`config.mk`:
```
export PLATFORM = sky130hd
export DESIGN_NAME = score_keeper
export DESIGN_NICKNAME = d
export VERILOG_FILES = /design/src/rtl/score_keeper_pkg.sv /design/src/rtl/vga_pkg.sv /design/src/rtl/score_counter.sv /design/src/rtl/score_keeper.sv
export SDC_FILE = /design/constraint.sdc
export NUM_CORES = 1
export LEC_CHECK = 0
export CAP_MARGIN = 20
export CORE_MARGIN = 2
export CORE_UTILIZATION = 45
export CTS_CLUSTER_SIZE = 30
export DETAILED_ROUTE_END_ITERATION = 10
export PLACE_DENSITY_LB_ADDON = 0.2
export SYNTH_ARGS = -nofsm -noshare
export SYNTH_HDL_FRONTEND = slang
export SYNTH_HIERARCHICAL = 1
export SYNTH_SLANG_ARGS = --single-unit
```
`constraint.sdc`:
```
create_clock -name clk -period 6.4 [get_ports clk]
set_input_delay 0.64 -clock clk [delete_from_list [all_inputs] [get_ports clk]]
set_output_delay 0.64 -clock clk [all_outputs]
set_load 0.005 [all_outputs]
```
`src/rtl/score_keeper_pkg.sv`:
```
// Game-level shared types: top game state, score_keeper FSM states, and ball
// geometry defaults that the ball controller and score_keeper must agree on.
package score_keeper_pkg;
  localparam int BALL_SIZE_DEF   = 15;
  localparam int EDGE_MARGIN_DEF = 8;

  typedef enum logic [1:0] {
    MENU_START = 2'd0,
    PLAY       = 2'd1,
    GAME_OVER  = 2'd2
  } game_state_t;

  typedef enum logic [1:0] {
    IDLE  = 2'd0,
    ARMED = 2'd1,
    HOLD  = 2'd2,
    DONE  = 2'd3
  } sk_state_t;
endpackage

```
`src/rtl/vga_pkg.sv`:
```
// Display timing constants shared by the video pipeline and the game core.
package vga_pkg;
  localparam int HOR_PIXELS = 1024;
  localparam int VER_PIXELS = 768;
endpackage

```
`src/rtl/score_counter.sv`:
```
// One player's 4-bit saturating score with clear and win detect; score updates 1 clk after inc.
// win is combinational and reflects the post-increment score; WIN_BY_TWO_EN adds the lead rule.
module score_counter #(
  parameter int WIN_SCORE = 5
) (
  input  logic       clk,
  input  logic       rst,
  input  logic       inc,
  input  logic       clr,
`ifdef WIN_BY_TWO_EN
  input  logic [3:0] other_score,
`endif
  output logic [3:0] score,
  output logic       win
);
  logic [3:0] score_inc;

  assign score_inc = (score == 4'd15) ? score : score + 4'd1;

  always_ff @(posedge clk or posedge rst) begin
    if (rst)      score <= '0;
    else if (clr) score <= '0;
    else if (inc) score <= score_inc;
  end

`ifdef WIN_BY_TWO_EN
  // At saturation the two-point lead can no longer grow, so being ahead at 15 is enough.
  logic [4:0] lead_need;
  assign lead_need = {1'b0, other_score} + 5'd2;
  assign win = ((score_inc >= 4'(WIN_SCORE)) && ({1'b0, score_inc} >= lead_need))
            || ((score_inc == 4'd15) && (score_inc > other_score));
`else
  assign win = (score_inc >= 4'(WIN_SCORE));
`endif
endmodule

```
`src/rtl/score_keeper.sv`:
```
// Credits points when the ball exits either edge; goal/match flags registered, 1 clk after the tick.
// No backpressure; serve_hold pauses scoring after a goal. Macro WIN_BY_TWO_EN selects win-by-two.
module score_keeper
  import vga_pkg::*;
  import score_keeper_pkg::*;
#(
  parameter int WIN_SCORE   = 5,
  parameter int SERVE_TICKS = 60,
  parameter int EDGE_MARGIN = EDGE_MARGIN_DEF,
  parameter int BALL_SIZE   = BALL_SIZE_DEF
) (
  input  logic        clk,
  input  logic        rst,
  input  logic        timing_tick,
  input  logic [1:0]  state,
  input  logic [10:0] x_ball,
  output logic [3:0]  score_left,
  output logic [3:0]  score_right,
  output logic        goal_left,
  output logic        goal_right,
  output logic        serve_hold,
  output logic        match_over,
  output logic        winner
);
  localparam logic [10:0] LEFT_LIM  = 11'(EDGE_MARGIN);
  localparam logic [10:0] RIGHT_LIM = 11'(HOR_PIXELS - BALL_SIZE - EDGE_MARGIN);

  sk_state_t  fsm, fsm_nxt;
  logic [7:0] hold_cnt, hold_cnt_nxt;
  logic       goal_left_nxt, goal_right_nxt, match_over_nxt, winner_nxt;
  logic       inc_left, inc_right, clr, win_left, win_right;
  logic       in_left, in_right;

  assign in_left    = (x_ball <= LEFT_LIM);
  assign in_right   = (x_ball >= RIGHT_LIM);
  assign clr        = (state == MENU_START);
  assign serve_hold = (fsm == HOLD);

  score_counter #(.WIN_SCORE(WIN_SCORE)) u_left (
    .clk(clk), .rst(rst), .inc(inc_left), .clr(clr),
`ifdef WIN_BY_TWO_EN
    .other_score(score_right),
`endif
    .score(score_left), .win(win_left)
  );

  score_counter #(.WIN_SCORE(WIN_SCORE)) u_right (
    .clk(clk), .rst(rst), .inc(inc_right), .clr(clr),
`ifdef WIN_BY_TWO_EN
    .other_score(score_left),
`endif
    .score(score_right), .win(win_right)
  );

  always_comb begin
    fsm_nxt        = fsm;
    hold_cnt_nxt   = hold_cnt;
    goal_left_nxt  = 1'b0;
    goal_right_nxt = 1'b0;
    match_over_nxt = match_over;
    winner_nxt     = winner;
    inc_left       = 1'b0;
    inc_right      = 1'b0;
    case (fsm)
      IDLE: if (state == PLAY) fsm_nxt = ARMED;
      ARMED: begin
        if (state != PLAY) begin
          fsm_nxt = IDLE;
        end else if (timing_tick && in_left) begin
          // Left zone wins ties: the ball left on the left, so the right player scores.
          inc_right      = 1'b1;
          goal_right_nxt = 1'b1;
          if (win_right) begin
            match_over_nxt = 1'b1;
            winner_nxt     = 1'b1;
            fsm_nxt        = DONE;
          end else begin
            hold_cnt_nxt = 8'(SERVE_TICKS);
            fsm_nxt      = HOLD;
          end
        end else if (timing_tick && in_right) begin
          inc_left      = 1'b1;
          goal_left_nxt = 1'b1;
          if (win_left) begin
            match_over_nxt = 1'b1;
            winner_nxt     = 1'b0;
            fsm_nxt        = DONE;
          end else begin
            hold_cnt_nxt = 8'(SERVE_TICKS);
            fsm_nxt      = HOLD;
          end
        end
      end
      HOLD: begin
        if (state != PLAY) begin
          hold_cnt_nxt = '0;
          fsm_nxt      = IDLE;
        end else if (timing_tick) begin
          // The final tick of the pause also re-arms, provided the ball is back in the field.
          if (hold_cnt > 8'd1) begin
            hold_cnt_nxt = hold_cnt - 8'd1;
          end else begin
            hold_cnt_nxt = '0;
            if (!in_left && !in_right) fsm_nxt = ARMED;
          end
        end
      end
      DONE: begin
        if (clr) begin
          match_over_nxt = 1'b0;
          winner_nxt     = 1'b0;
          fsm_nxt        = IDLE;
        end
      end
      default: fsm_nxt = IDLE;
    endcase
  end

  always_ff @(posedge clk or posedge rst) begin
    if (rst) begin
      fsm        <= IDLE;
      hold_cnt   <= '0;
      goal_left  <= 1'b0;
      goal_right <= 1'b0;
      match_over <= 1'b0;
      winner     <= 1'b0;
    end else begin
      fsm        <= fsm_nxt;
      hold_cnt   <= hold_cnt_nxt;
      goal_left  <= goal_left_nxt;
      goal_right <= goal_right_nxt;
      match_over <= match_over_nxt;
      winner     <= winner_nxt;
    end
  end
endmodule
```
==> impl_metrics.toml <==
[routing]
drt.antenna.violating_nets = 0
drt_pre_antenna_iters = 4
routed-via-count = 1524
detail_route.wl_per_cell_um = 15.24
drc = 0
routed_via_density = 5.907
aggregate_routed_wire_length_um = 3931
initial_drt_markers = 168

[global_routing]
grt.total_usage_pct = 21.21
grt_max_degree = 15
grt_pass1_wl_um = 6962
first_global_vias = 1585
number_of_antenna_violations_at_the_first_check_in_global_routing = 0
overflow = 0

[logic_synthesis]
post_synth_main_area_contributors = "dfrtp_1 (34%), ha_1 (7.8%), o21ai_0 (5.3%)"
synth_top_cell_by_area = "dfrtp_1"
synth_enable_flop_cells = 0
syn_area_mm2 = 0.001609
synthDistinctLibCells = 46
syn_nets = 208
share_of_the_yosys_chip_area_belonging_to_registers_pct = 34.21
synth-main-ff-cell = "dfrtp_1"
synth_top_cell_area_share_pct = 34.21
syn_area_per_cell_um2 = 8.841
synthCells = 182
yosysWarningCount = 6
synth-seq-cells = 22
asyncSetResetFlopFracSynth_pct = 100.0

[clock_tree]
cts_buffers = 3
postCtsHoldBufs = 0
cts.reportedPaths.clkPinSlew_ns = 0.13
post-cts-setup-buffer-count = 0
cts_buffer_depth = 2
clkLatencyLatePin_ns = 0.31
numClockSinks = 22
ctsRootBufferMaster = "clkbuf_4"
cts_htree_levels = 1
cts-resized-gates = 0
cts_tree = "yes"

[layout]
stdcell_count = 258
synth_to_layout_area_growth_pct = 22.08
design.final.nets = 240
filler_cell_count = 310
sequential_cell_area_um2 = 550.5
layout.core_utilization_pct = 57.96
layout-drive-gt1-share_pct = 7.547
area_taken_by_multi_input_logic_gates_um2 = 982.2
antennaDiodeCount = 0

[floorplanning]
core_area_mm2 = 0.003390
effective_utilization_at_floorplan_pct = 47.47
die_h_um = 63.80
num_rows = 21
dieWidth_um = 63.80
dieArea_mm2 = 0.004070
design.portCount = 29

[pwr]
switching_share_pct = 37.17
power_density_mw_per_mm2 = 180.0
vdd.ir_drop.worst_uv = 103.9
comb_power_share_pct = 36.6
share_seq_of_total_power_pct = 45.1
p_switching_mw = 0.1314
finalPower_mw = 0.3535
p_int_mw = 0.2221
static-leakage-power_nw = 0.7422
power.share.clock_pct = 18.3

[placement]
gp_congestion = 0.8723
dp.final_hpwl_um = 3028
place_inst = 255
io_buffers = 28

[min_path]
hold-path-cell-count = 1
worst_hold_endpoint = "match_over"
holdCritPathClass = "reg2reg"
hold_path.startpoint = "match_over"

[worst_setup_path]
cpLargestDelayFamily = "simple AND/OR/NAND/NOR gates"
critPathMaxStageDelay_ns = 0.54
crit_fanout = 8
worst_path_max_delay_cell = "clkdlybuf4s50_1"
required_ns = 6.61
worst-path-buf-inv = 2
reg2regPathDepth = 8
critical_path_cell_list = "clkdlybuf4s50_1 -> nor2b_1 -> nand3_1 -> a21oi_1 -> inv_1 -> a31oi_2 -> mux2_4"
criticalPathCategory = "in2reg"
setup_crit_start_kind = "primary input"
worst-r2r-setup-slack_ns = 3.96
setup.worst_path.end_class = "register"
r2r-start = "u_right/score[0]"
r2r_end = "hold_cnt[6]"
timing.critical_path.arrival_ns = 2.93

[run_status]
run_status = "complete, no violations"

[timing]
period_share_pct = 42.52
fin_worst_skew_ns = 0.007734
min_tclk_post_route_ns = 2.721
drv_slew = 0
grt_setup_unrepaired = "false"
timing_worst_slew_pin_value_ns = 0.8404
timing.fmax_mhz = 367.5
max-slew-margin-rel_pct = 43.77
hold-worst-slack_ns = 0.5104
setup_total_neg_slack_ns = 0
setup-violations-final = 0
finalHoldViolCount = 0

[flow_run]
drv_cap = 0
==> through the flow <==
stage	setup WS [ns]	instance area [um^2]
after floorplan	4.218	1609
after global placement	3.476	1942
after detailed placement	3.392	1942
after CTS	3.740	1964
after global routing	3.546	1964
final	3.679	1964
==> worst register-to-register path, cell delays in order (launching register included) <==
cell	delay, ns
dfrtp_1	0.46
ha_1	0.32
xor2_1	0.17
o21ai_0	0.10
o211ai_1	0.20
mux2i_4	0.26
nand3_2	0.10
a2111o_1	0.50
o31ai_1	0.24
==> cells in the final DEF, fill, tap and decap left out, types with 3 or more instances in the layout <==
cell             count
nor2_1              18
o21ai_0             17
inv_1               19
dfrtp_1             22
nor3_1               9
o211ai_1             3
nand2_1             10
o31ai_1              3
a21oi_1             11
nand2b_1             8
nand3_1              5
a31oi_1              5
ha_1                10
clkdlybuf4s50_1     28
clkbuf_4             3
==> metal layers <==
layer / up-vias / wire [um] / track usage [%]
met1: 752 / 1689 / 25.45
li1: 735 / - / -
met3: 4 / 146 / 3.873
met5: - / 0 / 0
met2: 33 / 2062 / 37.89
met4: 0 / 32 / 7.065
==> power by group through the flow <==
stage | logic, mW | registers [mW] | clock network (mW)
after floorplan | 0.0812 | 0.160 | 0
after CTS | 0.129 | 0.159 | 0.0675
final | 0.129 | 0.159 | 0.0647
after detailed placement | 0.127 | 0.162 | 0
after global placement | 0.125 | 0.161 | 0
after global routing | 0.143 | 0.161 | 0.0726
==> flip-flops by register name, indices dropped and copies added, names as in the netlist <==
register and flops:
goal_right 1, goal_left 1, winner 1, u_right/score 4
fsm 2, hold_cnt 8, u_left/score 4, match_over 1
==> worst max-delay path by stage <==
stage,start,to,cells after the start
2_1_floorplan,x_ball[7],hold_cnt[7],6
3_3_place_gp,state[0],u_left/score[0],7
3_5_place_dp,state[0],u_left/score[0],7
4_1_cts,state[0],u_left/score[0],7
5_1_grt,state[0],u_left/score[0],7
6_report,state[0],u_left/score[0],7
==> area by class of cell <==
cell class | count | area share (%)
repair buffers | 28 | 14.27
flip-flops and latches | 22 | 28.03
multi-input cells | 140 | 50.00
clock buffers | 3 | 1.146
inverters | 19 | 3.631
well taps | 46 | 2.930
==> cells by family (layout without fill, tap and decap cells) <==
| group | after synthesis | after routing | share of synthesized area, % |
|---|---|---|---|
| buffers and inverters | 20 | 50 | 4.743 |
| muxes | 5 | 5 | 4.510 |
| AOI/OAI and AO/OA | 61 | 61 | 26.67 |
| DFF | 22 | 22 | 34.21 |
| adders and majority gates | 10 | 10 | 7.776 |
| and+or+nand+nor | 62 | 62 | 21.00 |
| xor gates and xnor gates | 2 | 2 | 1.089 |
==> cell usage after synthesis, types with 3 or more instances <==
library cell	instances
a21oi_1	11
a31oi_1	5
dfrtp_1	22
ha_1	10
inv_1	19
nand2_1	10
nand2b_1	8
nand3_1	5
nor2_1	18
nor3_1	9
o211ai_1	3
o21ai_0	17
o31ai_1	3
Power figures use the tool's default switching activity.
